File: config.mk
export PLATFORM = sky130hd
export DESIGN_NAME = ir_scan_ctrl_flat
export DESIGN_NICKNAME = d
export VERILOG_FILES = /design/src/rtl/ir_scan_ctrl_if.sv /design/src/rtl/ir_scan_ctrl.sv /design/src/flat_wrapper.sv
export SDC_FILE = /design/constraint.sdc
export NUM_CORES = 1
export LEC_CHECK = 0
export ABC_AREA = 1
export BUFFER_PORTS_ARGS = -buffer_cell sky130_fd_sc_hd__buf_2
export CAP_MARGIN = 5
export CORE_UTILIZATION = 50
export CTS_CLUSTER_SIZE = 12
export DETAILED_ROUTE_END_ITERATION = 8
export HOLD_SLACK_MARGIN = 0.03
export PLACE_DENSITY = 0.69
export REMOVE_ABC_BUFFERS = 1
export SETUP_SLACK_MARGIN = 0.4
export SYNTH_ARGS = -nofsm -noshare
export SYNTH_HDL_FRONTEND = slang
export SYNTH_SLANG_ARGS = --single-unit
File: constraint.sdc
create_clock -name clk -period 4.34 [get_ports clk]
set_input_delay 0.868 -clock clk [delete_from_list [all_inputs] [get_ports clk]]
set_output_delay 0.868 -clock clk [all_outputs]
set_load 0.03 [all_outputs]
File: src/rtl/ir_scan_ctrl_if.sv
//------------------------------------------------------------------------------
// Module   : ir_scan_ctrl_if
// Brief    : Conversion handshake between the IR scan controller and A2D_intf.
// Revision : 1.0 - initial release
//------------------------------------------------------------------------------
`default_nettype none

interface ir_scan_ctrl_if #(
    parameter int NUM_CH = 8,
    parameter int RES_W  = 12
);
    localparam int CH_W = $clog2(NUM_CH);

    logic             strt_cnv;
    logic [CH_W-1:0]  chnnl;
    logic             cnv_cmplt;
    logic [RES_W-1:0] res;

    modport master (output strt_cnv, output chnnl, input cnv_cmplt, input res);
    modport slave  (input strt_cnv, input chnnl, output cnv_cmplt, output res);
endinterface

`default_nettype wire

File: src/rtl/ir_scan_ctrl.sv
//------------------------------------------------------------------------------
// Module   : ir_scan_ctrl
// Brief    : IR line-sensor scan controller: settle, convert NUM_CH channels with
//            optional oversampling, publish results, peak channel and line flag.
// Revision : 1.0 - initial release
//------------------------------------------------------------------------------
`default_nettype none

module ir_scan_ctrl #(
    parameter int              NUM_CH     = 8,
    parameter int              RES_W      = 12,
    parameter int              OS_LOG2    = 0,
    parameter int              ROUND_CYC  = 262144,
    parameter int              SETTLE_CYC = 4096,
    parameter int              TMO_CYC    = 1024,
    parameter logic [RES_W-1:0] LINE_THRES = 'h040
) (
    input  logic                        clk,
    input  logic                        rst_n,
    input  logic                        scan_en,
    ir_scan_ctrl_if.master              a2d,
    output logic                        IR_en,
    output logic                        IR_vld,
    output logic [NUM_CH*RES_W-1:0]     ir_bus,
    output logic [$clog2(NUM_CH)-1:0]   peak_ch,
    output logic                        line_present,
    output logic                        scan_err
);
    localparam int CH_W  = $clog2(NUM_CH);
    localparam int ACC_W = RES_W + OS_LOG2;
    localparam int SC_W  = (OS_LOG2 > 0) ? OS_LOG2 : 1;
    localparam int RT_W  = $clog2(ROUND_CYC);
    localparam int ST_W  = $clog2(SETTLE_CYC + 1);
    localparam int TM_W  = $clog2(TMO_CYC + 1);

    localparam logic [SC_W-1:0] c_SC_LAST  = SC_W'((1 << OS_LOG2) - 1);
    localparam logic [CH_W-1:0] c_LAST_CH  = CH_W'(NUM_CH - 1);
    localparam logic [RT_W-1:0] c_RT_LAST  = RT_W'(ROUND_CYC - 1);
    localparam logic [ST_W-1:0] c_ST_LAST  = ST_W'(SETTLE_CYC - 1);
    localparam logic [TM_W-1:0] c_TMO_LAST = TM_W'(TMO_CYC - 1);

    typedef enum logic [1:0] {
        S_IDLE   = 2'd0,
        S_SETTLE = 2'd1,
        S_CONV   = 2'd2,
        S_DONE   = 2'd3
    } state_t;

    state_t             r_state;
    logic [RT_W-1:0]    r_rnd_cnt;
    logic [ST_W-1:0]    r_settle_cnt;
    logic [TM_W-1:0]    r_wait_cnt;
    logic [SC_W-1:0]    r_samp_cnt;
    logic [ACC_W-1:0]   r_acc;
    logic [RES_W-1:0]   r_peak_val;
    logic [CH_W-1:0]    r_peak_idx;
    logic               r_strt_cnv;
    logic [CH_W-1:0]    r_chnnl;

    logic               w_rnd_tick;
    logic [ACC_W-1:0]   w_sum;
    logic [RES_W-1:0]   w_avg;
    logic               w_new_peak;
    logic [RES_W-1:0]   w_peak_val_n;
    logic [CH_W-1:0]    w_peak_idx_n;
    logic               w_os_last;

    assign a2d.strt_cnv = r_strt_cnv;
    assign a2d.chnnl    = r_chnnl;

    assign w_rnd_tick   = (r_rnd_cnt == c_RT_LAST);
    assign w_sum        = r_acc + ACC_W'(a2d.res);
    assign w_avg        = RES_W'(w_sum >> OS_LOG2);
    // Strict compare: on a tie the earlier (lower) channel keeps the peak.
    assign w_new_peak   = (w_avg > r_peak_val);
    assign w_peak_val_n = w_new_peak ? w_avg   : r_peak_val;
    assign w_peak_idx_n = w_new_peak ? r_chnnl : r_peak_idx;
    assign w_os_last    = (r_samp_cnt == c_SC_LAST);

    always_ff @(posedge clk or negedge rst_n) begin
        if (!rst_n) begin
            r_rnd_cnt <= '0;
        end else if (w_rnd_tick) begin
            r_rnd_cnt <= '0;
        end else begin
            r_rnd_cnt <= r_rnd_cnt + RT_W'(1);
        end
    end

    always_ff @(posedge clk or negedge rst_n) begin
        if (!rst_n) begin
            r_state      <= S_IDLE;
            r_settle_cnt <= '0;
            r_wait_cnt   <= '0;
            r_samp_cnt   <= '0;
            r_acc        <= '0;
            r_peak_val   <= '0;
            r_peak_idx   <= '0;
            r_strt_cnv   <= 1'b0;
            r_chnnl      <= '0;
            IR_en        <= 1'b0;
            IR_vld       <= 1'b0;
            ir_bus       <= '0;
            peak_ch      <= '0;
            line_present <= 1'b0;
            scan_err     <= 1'b0;
        end else begin
            r_strt_cnv <= 1'b0;
            IR_vld     <= 1'b0;
            scan_err   <= 1'b0;
            case (r_state)
                S_IDLE: begin
                    // Round-local state is cleared here so an aborted round leaves nothing behind.
                    if (w_rnd_tick && scan_en) begin
                        r_state      <= S_SETTLE;
                        IR_en        <= 1'b1;
                        r_chnnl      <= '0;
                        r_settle_cnt <= '0;
                        r_acc        <= '0;
                        r_samp_cnt   <= '0;
                        r_peak_val   <= '0;
                        r_peak_idx   <= '0;
                    end
                end
                S_SETTLE: begin
                    if (r_settle_cnt == c_ST_LAST) begin
                        r_state    <= S_CONV;
                        r_strt_cnv <= 1'b1;
                        r_wait_cnt <= '0;
                    end else begin
                        r_settle_cnt <= r_settle_cnt + ST_W'(1);
                    end
                end
                S_CONV: begin
                    if (a2d.cnv_cmplt) begin
                        r_wait_cnt <= '0;
                        if (!w_os_last) begin
                            r_acc      <= w_sum;
                            r_samp_cnt <= r_samp_cnt + SC_W'(1);
                            r_strt_cnv <= 1'b1;
                        end else begin
                            r_acc      <= '0;
                            r_samp_cnt <= '0;
                            ir_bus[r_chnnl*RES_W +: RES_W] <= w_avg;
                            r_peak_val <= w_peak_val_n;
                            r_peak_idx <= w_peak_idx_n;
                            if (r_chnnl == c_LAST_CH) begin
                                // Publish on the final sample so IR_vld lands one cycle after it.
                                r_state      <= S_DONE;
                                IR_vld       <= 1'b1;
                                peak_ch      <= w_peak_idx_n;
                                line_present <= (w_peak_val_n > LINE_THRES);
                                IR_en        <= 1'b0;
                            end else begin
                                r_chnnl    <= r_chnnl + CH_W'(1);
                                r_strt_cnv <= 1'b1;
                            end
                        end
                    end else if (r_wait_cnt == c_TMO_LAST) begin
                        scan_err <= 1'b1;
                        IR_en    <= 1'b0;
                        r_state  <= S_IDLE;
                    end else begin
                        r_wait_cnt <= r_wait_cnt + TM_W'(1);
                    end
                end
                S_DONE: begin
                    r_peak_val <= '0;
                    r_state    <= S_IDLE;
                end
                default: r_state <= S_IDLE;
            endcase
        end
    end
endmodule

`default_nettype wire

File: src/flat_wrapper.sv
// flat-port wrapper written by rule: the top's interface ports become plain ports
module ir_scan_ctrl_flat 
#(
    parameter int              NUM_CH     = 8,
    parameter int              RES_W      = 12,
    parameter int              OS_LOG2    = 0,
    parameter int              ROUND_CYC  = 262144,
    parameter int              SETTLE_CYC = 4096,
    parameter int              TMO_CYC    = 1024,
    parameter logic [RES_W-1:0] LINE_THRES = 'h040
)
  (clk, rst_n, scan_en, IR_en, IR_vld, ir_bus, peak_ch, line_present, scan_err, a2d_strt_cnv, a2d_chnnl, a2d_cnv_cmplt, a2d_res);
  ir_scan_ctrl_if #(.NUM_CH(NUM_CH), .RES_W(RES_W)) a2d_i ();
  input  logic clk;
  input  logic rst_n;
  input  logic scan_en;
  output logic IR_en;
  output logic IR_vld;
  output logic [NUM_CH*RES_W-1:0] ir_bus;
  output logic [$clog2(NUM_CH)-1:0] peak_ch;
  output logic line_present;
  output logic scan_err;
  output wire logic [$bits(a2d_i.strt_cnv)-1:0] a2d_strt_cnv;
  output wire logic [$bits(a2d_i.chnnl)-1:0] a2d_chnnl;
  input wire logic [$bits(a2d_i.cnv_cmplt)-1:0] a2d_cnv_cmplt;
  input wire logic [$bits(a2d_i.res)-1:0] a2d_res;
  assign a2d_strt_cnv = a2d_i.strt_cnv;
  assign a2d_chnnl = a2d_i.chnnl;
  assign a2d_i.cnv_cmplt = a2d_cnv_cmplt;
  assign a2d_i.res = a2d_res;
  ir_scan_ctrl #(.NUM_CH(NUM_CH), .RES_W(RES_W), .OS_LOG2(OS_LOG2), .ROUND_CYC(ROUND_CYC), .SETTLE_CYC(SETTLE_CYC), .TMO_CYC(TMO_CYC), .LINE_THRES(LINE_THRES)) u_core (.clk(clk), .rst_n(rst_n), .scan_en(scan_en), .a2d(a2d_i), .IR_en(IR_en), .IR_vld(IR_vld), .ir_bus(ir_bus), .peak_ch(peak_ch), .line_present(line_present), .scan_err(scan_err));
endmodule
* After elaboration in Yosys (flattened, before gate mapping)
Cells that the tools add are included.
** Cells by class
- Add/subtract/negate cells :: 7
- Multipliers :: 1
- Divide/modulo/power cells :: 0
- $lt $le $gt $ge :: 2
- Equal/unequal tests :: 17
- Shifts and indexed selects :: 2
- Multiplexer cells :: 55
- Bitwise operators :: 1
- Reduce and logical (&&, ||, !) cells :: 16
** Operators with widths (number)
- bitwise mux 96 bit :: 1
- variable shift 12 x 34 -> 96 bit (first input constant) :: 1
- variable part select 12 x 34 -> 96 bit :: 1
- two-way mux 12 bit :: 6
- case mux 12 bit (3 select lines) :: 1
- negator 7 -> 34 bit :: 1
- two-way mux 11 bit :: 3
- two-way mux 13 bit :: 2
- case mux 13 bit (2 select lines) :: 1
- case mux 12 bit (2 select lines) :: 1
- case mux 11 bit (2 select lines) :: 1
- two-way mux 3 bit :: 7
- two-way mux 1 bit :: 19
- adder 18 x 1 -> 18 bit (second input constant) :: 1
- equality test 18 bit (second input constant) :: 1
- two-way mux 18 bit :: 1
- AND reduction 5 bit :: 3
- adder 13 x 1 -> 13 bit (second input constant) :: 1
- equality test 13 x 12 -> 1 bit (second input constant) :: 1
- adder 12 bit :: 1
- greater-than comparator 12 bit :: 1
- greater-than comparator 12 x 7 -> 1 bit (second input constant) :: 1
- two-way mux 2 bit :: 6
- case mux 3 bit (2 select lines) :: 2
- 21 further kinds :: 37
** Word-level totals
- Register bits :: 179
- Bits in latches :: 0
- Memory bits (writable) :: 0
- Memory bits (read-only) :: 0
- Input port bits :: 16
- Output and inout port bits :: 107
- Logic and storage cells :: 117
- Memories kept :: 0

* Logic depth before layout (Yosys ltp)
- Depth in word-level cells :: 6
- Depth in mapped cells :: 18
- Mapped depth without buffers :: 17

* Worst setup path after synthesis
OpenSTA, ideal clock, no wires.
- Kind :: reg-to-reg
- Start point :: register u_core.r_chnnl[1], in the netlist u_core.a2d.chnnl[1]
- End point :: register u_core.ir_bus[4]
- Setup time :: 0.119 ns
- Data arrival time :: 3.266 ns
- Data required time :: 4.221 ns
- Path slack :: 0.955 ns
- Stages on the path, launching flop included :: 15
- Path buffers :: 2
- Clock period less this slack :: 3.385 ns
- Cells stage by stage :: dfrtp_1 ha_1 fa_1 xor2_2 nor2_1 ha_1 buf_2 inv_1 buf_1 nand2_1 nor2_1 nand4_1 o21ai_4 o211ai_1 o21a_1
** On the way
- Word-level cells in the longest chain between the ends :: 4
- Elaborated cells between the ends (all ways) :: 5
- Classes of those cells :: 1 x add/sub; 1 x mul; 2 x shift; 1 x mux
** RTL lines
- from (decl) :: line ir_scan_ctrl.sv:58 : logic [CH_W-1:0] r_chnnl;
- from (signal assigned) :: line ir_scan_ctrl.sv:155 : r_chnnl <= r_chnnl + CH_W'(1);
- multiplier 3 x 2 -> 5 bit * :: line ir_scan_ctrl.sv:144 : ir_bus[r_chnnl*RES_W +: RES_W] <= w_avg;
- negator 7 -> 34 bit * :: line ir_scan_ctrl.sv:144
- variable part select 12 x 34 -> 96 bit / variable shift 12 x 34 -> 96 bit (equally long branches) :: line ir_scan_ctrl.sv:144
- bitwise mux 96 bit * :: line ir_scan_ctrl.sv:144
- to (signal, indexed assignment) :: line ir_scan_ctrl.sv:144
- to (decl) :: line ir_scan_ctrl.sv:24 : output logic [NUM_CH*RES_W-1:0] ir_bus,
Every way passes the cells marked *; elsewhere a longest branch is shown, timed or not.
A chain may end at the register's enable or synchronous reset.

* Worst setup path after layout
- Start point :: register u_core.r_chnnl[1], in the netlist u_core.a2d.chnnl[1]
- End point :: register u_core.ir_bus[5]
The elaborated chain is that of the path after synthesis.

==> metrics.cfg <==
[cells_and_area]
drive_gt1_frac=0.177
final_core_util=0.595
fill_cells=1605
nNetsFinal=1287
insertedDiodeCount=0
final_cells=1482
syn_to_final_growth_pct=15.0

[sta]
finalHoldViolations=0
rsz0062_at_grt=false
max_freq_mhz=280
finalSetupTns_ps=0
finalSetupViolCount=0
fin_ws_ps=764
fin_worst_skew_ps=6.71
worst_pin_slew_ps=888
drv_slew=0
period_minus_slack_ps=3580
slew_headroom=0.404
finalCritPeriodShare=0.824

[synthesis]
yosysTopAreaCell=dfrtp_1
synthFlopType=dfrtp_1
yosysUniqueCellTypes=50
synth-seq-area-share=0.461
synth.avg_cell_area_um2=8.03
yosysMostFrequentCell=nand2_1
synth-edff-count=0
synth_area_leaders=dfrtp_1 (46%), nand2_1 (13%), o21ai_0 (5.1%)
netlist.area_leader.share=0.461
syn_area_um2=9010
synth_async_sr_flop_share=1.00
synthCells=1122
yosys_warnings=0
synth_common_cells=nand2_1 (303), dfrtp_1 (166), inv_1 (111)
synth-seq-cells=166

[floorplanning]
die_h_um=136
die_x_um=136
rows=48
core_um2=17400
io_pins=123
start_util=0.517
die-area_um2=18600

[power]
ir_drop_uv=258
p_leak_nw=5.44
p_per_area_nw_per_um2=294

[place]
port_buffers=122
dp_hpwl_um=16500
place_ws_ps=778
finalWeightedCongestion=0.925
dp.cells=1450

[routing]
drc=0
drt_iter0_markers=607
wirelength_um=22300
routed_via_density=5.28
avgRoutedWirePerCell_um=15.1
ant_nets=0
vias=7823
dr.pass1.iters=6

[critical_path]
start_kind=register
endpoint_kind=register
cp.arrival_ps=3900
worstPathMaxFanout=14
regToRegSetupSlack_ps=760
cp.required_ps=4660
path_class=register to register

[clock_network]
clock-sinks=166
holdBufCountCts=0
clock_latency_ps=430
tritoncts=built
clock_path_buffers=2
htreeDepth=4
numCtsBuffers=17
clk_pin_slew_ps=60
cts.repair.resized=0
clockRootBuffer=clkbuf_16
post-cts-setup-buffers=0

[global_routing]
grt.overflow.total=0
grt_pass1_vias=7341
grt_max_degree=86
antenna_found_initial=0
grt_pass1_wl_um=36800
track_usage=0.254

[status]
status=complete, no violations

[min_path]
hold_class=register to register

[job]
drv_cap=0

[state kept, by name (all words and copies together) (netlist names)]
| register | count |
|---|---|
| u_core.r_peak_val | 12 |
| u_core.r_rnd_cnt | 18 |
| u_core.r_settle_cnt | 13 |
| u_core.r_state | 2 |
| u_core.ir_bus | 96 |
| u_core.line_present | 1 |
| u_core.scan_err | 1 |
| u_core.r_wait_cnt | 11 |
| u_core.a2d.strt_cnv | 1 |
| u_core.peak_ch | 3 |
| u_core.IR_en | 1 |
| u_core.IR_vld | 1 |
| u_core.r_peak_idx | 3 |
| u_core.a2d.chnnl | 3 |
[per-stage QoR]
| stage | hold slack (ps) | total power [mW] | area (µm²) |
|---|---|---|---|
| finish | 470 | 3.05 | 10400 |
| global route | 493 | 3.16 | 10400 |
| CTS | 475 | 3.09 | 10400 |
| detailed placement | 460 | 1.69 | 9810 |
| global placement | 451 | 1.69 | 9810 |
| floorplan | 433 | 1.63 | 8870 |
[logic make-up (layout without fill, tap and decap cells)]
kind of cell | Yosys count | after routing | share of synthesized area
AOI/OAI and AO/OA | 208 | 208 | 0.132
and+or+nand+nor | 543 | 543 | 0.271
muxes | 4 | 4 | 0.00500
xor gates and xnor gates | 24 | 24 | 0.0242
adders and majority gates | 27 | 27 | 0.0383
DFF | 166 | 166 | 0.461
buffers and inverters | 150 | 285 | 0.0686
[final timing paths]
path                       cells after the start                   end                start
hold reg to reg                                2     u_core.ir_bus[86]    u_core.ir_bus[86]
setup reg to reg                              13      u_core.ir_bus[5]  u_core.a2d.chnnl[1]
max in group asynchronous                      2     u_core.ir_bus[66]                rst_n
hold / removal                                 2     u_core.ir_bus[86]    u_core.ir_bus[86]
min in group asynchronous                      1  u_core.r_wait_cnt[4]                rst_n
setup / recovery                              13      u_core.ir_bus[5]  u_core.a2d.chnnl[1]
[final cells by class]
type                       instances  area [µm²]  area share
tap                              225         282      0.0272
clock inverter                     7        46.3     0.00447
multi-input combinational        806        4240       0.409
sequential                       166        4150       0.401
timing repair buffer             126         659      0.0637
inverter                         127         484      0.0468
clock buffer                      25         495      0.0478
[cells in the final DEF, fill, tap and decap left out, drive strengths merged, types with 25 or more instances in the layout]
cell type    n
ha          26
nand2      322
nor2       119
clkbuf      25
o21ai      105
dfrtp      166
nand3       60
a21oi       46
inv        125
buf        126
[per-layer routing]
layer / share of wire / up-vias / global-route usage
met5: 0 / - / 0
met4: 0.011 / 0 / 0.0660
met3: 0.064 / 22 / 0.0526
met2: 0.45 / 256 / 0.387
met1: 0.47 / 3625 / 0.365
li1: - / 3920 / -
[worst max-delay path, cell delays in order, from the launching register on]
cell,delay (ps)
dfrtp_1,440
ha_1,290
fa_1,460
xor2_2,260
nor2_1,110
ha_1,490
inv_1,280
nor2_4,210
inv_2,150
nor2_4,150
inv_2,110
o21ai_4,260
o211ai_1,140
o21a_1,130
[power by group]
part	leakage [nW]	switching (mW)	total, mW	internal [mW]
logic	2.97	0.0869	0.115	0.0278
registers	2.21	0.000219	1.55	1.55
clock network	0.259	0.594	1.38	0.790
total	5.44	0.681	3.05	2.37
Power figures use the tool's default switching activity.
